### config.mk
export PLATFORM = sky130hd
export DESIGN_NAME = pipe_skid_stage
export DESIGN_NICKNAME = d
export VERILOG_FILES = /design/src/rtl/pipe_pkg.sv /design/src/rtl/pipe_en_reg.sv /design/src/rtl/pipe_skid_stage.sv
export SDC_FILE = /design/constraint.sdc
export NUM_CORES = 1
export LEC_CHECK = 0
export ABC_AREA = 1
export CORE_MARGIN = 5
export CORE_UTILIZATION = 35
export CTS_CLUSTER_DIAMETER = 80
export DETAILED_ROUTE_END_ITERATION = 16
export HOLD_SLACK_MARGIN = 0.12
export SLEW_MARGIN = 5
export SYNTH_ARGS = -nofsm -noshare
export SYNTH_HDL_FRONTEND = slang
export SYNTH_SLANG_ARGS = --single-unit
export TNS_END_PERCENT = 30
### constraint.sdc
create_clock -name clk -period 4.2 [get_ports clk]
set_clock_uncertainty 0.05 [all_clocks]
set_input_delay 1.05 -clock clk [delete_from_list [all_inputs] [get_ports clk]]
set_output_delay 1.05 -clock clk [all_outputs]
set_load 0.05 [all_outputs]
### src/rtl/pipe_pkg.sv
// Shared definitions for the pipeline skid stage: FSM state encoding,
// default bubble control value and a state-to-occupancy decode.
package pipe_pkg;

  typedef enum logic [1:0] {
    ST_EMPTY = 2'd0,
    ST_ONE   = 2'd1,
    ST_TWO   = 2'd2
  } pipe_state_e;

  // Wide enough for any practical control payload; instances slice it down.
  localparam int unsigned PIPE_CTRL_MAX_W = 64;
  localparam logic [PIPE_CTRL_MAX_W-1:0] PIPE_CTRL_BUBBLE = '0;

  function automatic logic [1:0] state_occupancy(input pipe_state_e s);
    case (s)
      ST_ONE:  return 2'd1;
      ST_TWO:  return 2'd2;
      default: return 2'd0;
    endcase
  endfunction

endpackage

### src/rtl/pipe_en_reg.sv
// Enable-gated register bank with asynchronous active-low clear.
module pipe_en_reg #(
  parameter int WIDTH = 8
) (
  input  logic             clk,
  input  logic             rst_n,
  input  logic             en_i,
  input  logic [WIDTH-1:0] d_i,
  output logic [WIDTH-1:0] q_o
);

  logic [WIDTH-1:0] data_q;

  // NOTE: state updates use <= so every flop samples pre-edge values,
  // independent of the order in which always blocks are evaluated.
  always_ff @(posedge clk or negedge rst_n) begin
    if (!rst_n) begin
      data_q <= '0;
    end else if (en_i) begin
      data_q <= d_i;
    end
  end

  assign q_o = data_q;

endmodule

### src/rtl/pipe_skid_stage.sv
// Two-entry pipeline skid stage: a main register drives the outputs and a
// skid register absorbs one extra entry so in_ready comes only from state.
module pipe_skid_stage
  import pipe_pkg::*;
#(
  parameter int                DATA_W      = 16,
  parameter int                CTRL_W      = 8,
  parameter logic [CTRL_W-1:0] CTRL_BUBBLE = PIPE_CTRL_BUBBLE[CTRL_W-1:0]
) (
  input  logic              clk,
  input  logic              rst,
  input  logic              flush,
  input  logic              in_valid,
  output logic              in_ready,
  input  logic [DATA_W-1:0] in_data,
  input  logic [CTRL_W-1:0] in_ctrl,
  output logic              out_valid,
  input  logic              out_ready,
  output logic [DATA_W-1:0] out_data,
  output logic [CTRL_W-1:0] out_ctrl,
  output logic [1:0]        occupancy
);

  localparam int ENTRY_W = DATA_W + CTRL_W;

  pipe_state_e state_q, state_d;

  logic               accept;
  logic               consume;
  logic               main_en;
  logic               skid_en;
  logic               main_from_skid;
  logic [ENTRY_W-1:0] in_entry;
  logic [ENTRY_W-1:0] main_d;
  logic [ENTRY_W-1:0] main_q;
  logic [ENTRY_W-1:0] skid_q;

  assign in_entry  = {in_data, in_ctrl};
  assign in_ready  = (state_q == ST_EMPTY) || (state_q == ST_ONE);
  assign out_valid = (state_q == ST_ONE) || (state_q == ST_TWO);
  assign occupancy = state_occupancy(state_q);
  assign accept    = in_valid & in_ready;
  assign consume   = out_valid & out_ready;
  assign main_d    = main_from_skid ? skid_q : in_entry;

  assign out_data  = main_q[ENTRY_W-1 -: DATA_W];
  assign out_ctrl  = out_valid ? main_q[CTRL_W-1:0] : CTRL_BUBBLE;

  always_ff @(posedge clk or negedge rst) begin
    if (!rst) begin
      state_q <= ST_EMPTY;
    end else begin
      state_q <= state_d;
    end
  end

  // NOTE: every output of this block is assigned a default first, so no
  // path through the case statement can leave a latch behind.
  always_comb begin
    state_d        = state_q;
    main_en        = 1'b0;
    skid_en        = 1'b0;
    main_from_skid = 1'b0;
    if (flush) begin
      state_d = ST_EMPTY;
    end else begin
      case (state_q)
        ST_EMPTY: begin
          if (accept) begin
            state_d = ST_ONE;
            main_en = 1'b1;
          end
        end
        ST_ONE: begin
          if (accept && consume) begin
            main_en = 1'b1;
          end else if (accept) begin
            state_d = ST_TWO;
            skid_en = 1'b1;
          end else if (consume) begin
            state_d = ST_EMPTY;
          end
        end
        ST_TWO: begin
          if (consume) begin
            state_d        = ST_ONE;
            main_en        = 1'b1;
            main_from_skid = 1'b1;
          end
        end
        default: state_d = ST_EMPTY;
      endcase
    end
  end

  pipe_en_reg #(.WIDTH(ENTRY_W)) u_main_reg (
    .clk  (clk),
    .rst_n(rst),
    .en_i (main_en),
    .d_i  (main_d),
    .q_o  (main_q)
  );

  pipe_en_reg #(.WIDTH(ENTRY_W)) u_skid_reg (
    .clk  (clk),
    .rst_n(rst),
    .en_i (skid_en),
    .d_i  (in_entry),
    .q_o  (skid_q)
  );

endmodule

==> flow_summary.toml <==
[grt]
gr-total-overflow = 0
grt_pass1_wl_mm = 9.88
antenna_found_initial = 0
grt_max_degree = 51
grt.total_usage_pct = 12.4
grt_pass1_vias = 2079

[synth]
synth_top_area_share_pct = 45.9
synth_cell_types = 20
ys_ff_latch = 50
yosysTopAreaCell = "dfrtp_1"
synth_warnings = 0
avgSynthCellArea_um2 = 8.19
syn_inst = 333
synth_nets = 368
synthTopCellsByArea = "dfrtp_1 (46%), nand2_1 (13%), a21oi_2 (6.4%)"
netlist_area_mm2 = 0.00273
synth-seq-area-share_pct = 45.9

[floorplan]
core_area_mm2 = 0.00765
die_x_um = 98.3
dieArea_mm2 = 0.00966
die_height_um = 98.3
io_pins = 57
rows = 32
start_util_pct = 35.7

[timing]
rsz0062_at_grt = "no"
max_freq_mhz = 294
slew_headroom_pct = 26.4
worst_slack_ps = 799
worst_slew_pin_slew_ps = 1100
fin_hold_ws_ps = 427
finalSetupTns_ps = 0
hold_viol_final = 0
period_minus_slack_ps = 3400
setup_viol = 0
fin_crit_sh_pct = 81.0
maxSlewViolCount = 0

[setup_path]
cp_slowest_cell = "clkdlybuf4s50_1"
end_kind = "output pin"
crit_required_ps = 3100
path_cells = "inv_1 -> ha_1 -> nand2_1 -> inv_1 -> clkdlybuf4s50_1"
path_buf_inv = 3
critPathMaxStageDelay_ps = 790
cp-start-kind = "flip-flop"
worstSetupPathType = "flip-flop to output pin"
critical-path-top-delay-family = "buffers and inverters"
critical_path_arrival_ps = 2300
cp_max_fo = 10
cp_common_cell = "inv_1"

[placement]
gp_congestion = 0.776
placed_area_mm2 = 0.00317
post-place-ws_ps = 1110
hpwl_mm = 3.74
numPortBuffers = 56

[finish]
drive_above_1_share_pct = 10.9
area_growth_pct = 20.1
final_cell_mix = "nand2_1 (91), clkdlybuf4s50_1 (55), dfrtp_1 (50)"
mostFrequentLayoutCell = "nand2_1"
design_area_mm2 = 0.00328
layout.nets = 400
fill_cells = 790
n_antenna_cell = 0

[run]
cap_violations = 0

[power]
p_leak_nw = 1.70
power.density_mw_per_mm2 = 732
vdd_drop_max_mv = 0.188

[route]
drt_iter0_markers = 117
drc = 0
num_vias = 2093
vias_per_cell = 4.47
final_antenna_net_count = 0
firstDrtPassIters = 6
drt-total-wl_mm = 5.62
wl_per_cell_um = 12.0

[clocking]
h-tree-depth = 2
holdBufCountCts = 0
clock-root-buffer = "clkbuf_8"
cts_buffers = 5
cts_setup_buffers = 0
clock_latency_ps = 300
cts.path.max_buffers = 2
cts_tree = "built"
clock-sinks = 50
post_cts_resized = 0
cts.clk_slew.worst_paths_ps = 90

[status]
status = "completed"

[min_path]
min_path_type = "flip-flop to flip-flop"
-- worst register-to-register path: stages (launching register included) --
cell,delay [ps]
dfrtp_1,430
inv_1,100
ha_1,520
nand2_4,120
nand2_2,790
a21oi_1,230
-- synthesized netlist by cell type --
library cell  instances
o21ai_1               4
o21ai_0              21
a21oi_2              20
nand3_1              27
nand3_2               2
or2_1                 1
inv_2                 1
nand2_1              92
nand2_4               3
ha_1                  6
a21oi_1               6
clkbuf_1              2
buf_6                 8
inv_1                41
nor2_1               24
nor2_4                1
dfrtp_1              50
buf_2                 4
nor3_2                1
buf_4                19
-- power by group --
part / internal, mW / leakage [nW] / switching, mW
logic: 0.411 / 1.06 / 0.854
registers: 0.701 / 0.582 / 0.0962
clock network: 0.176 / 0.0579 / 0.160
-- kinds of logic after synthesis --
kind of cell / Yosys count / share of synthesized area (%)
adder cells (fa/ha/maj): 6 / 2.75
AO/OA/AOI/OAI: 51 / 12.1
AND/OR/NAND/NOR: 151 / 23.9
buffers and inverters: 75 / 15.3
flip-flops: 50 / 45.9
-- layer usage --
layer,up-vias,wire [um],global-route usage [%],share of wire [%]
met5,-,0,0,0
met4,0,34,3.15,0.60
met3,4,199,2.71,3.5
met2,38,2790,21.6,50
met1,976,2600,15.7,46
li1,1075,-,-,-
-- path summary, 6_finish.rpt --
path                               startpoint            endpoint  slack, ps  depth (start not counted)
setup / recovery                   state_q[0]         out_ctrl[6]        800                          5
hold / removal             u_main_reg.q_o[20]  u_main_reg.q_o[20]        430                          2
setup reg to reg                   state_q[0]  u_skid_reg.q_o[21]       1810                          5
hold reg to reg            u_main_reg.q_o[20]  u_main_reg.q_o[20]        430                          2
max in group asynchronous                 rst  u_skid_reg.q_o[10]       2870                          2
min in group asynchronous                 rst  u_main_reg.q_o[21]        790                          2
-- state kept, by name, summed over array words and instances, names as in the netlist --
signal / count
u_skid_reg.q_o: 24
u_main_reg.q_o: 24
state_q: 2
-- area by class of cell --
type / instances / area, um2 / area share, %
timing repair buffer: 58 / 571 / 17.4
clock buffer: 5 / 68.8 / 2.10
inverter: 42 / 158 / 4.81
multi-input combinational: 208 / 1060 / 32.4
clock inverter: 3 / 40.0 / 1.22
sequential: 50 / 1250 / 38.2
tap: 102 / 128 / 3.90
-- metrics by stage --
step,power [mW],instances,util (%)
final,2.40,468,42.8
after global routing,2.58,468,42.8
after CTS,2.44,468,42.8
after detailed placement,2.09,460,41.4
after global placement,2.07,460,41.4
after floorplan,1.84,333,-
(Power assumes the default switching activity.)
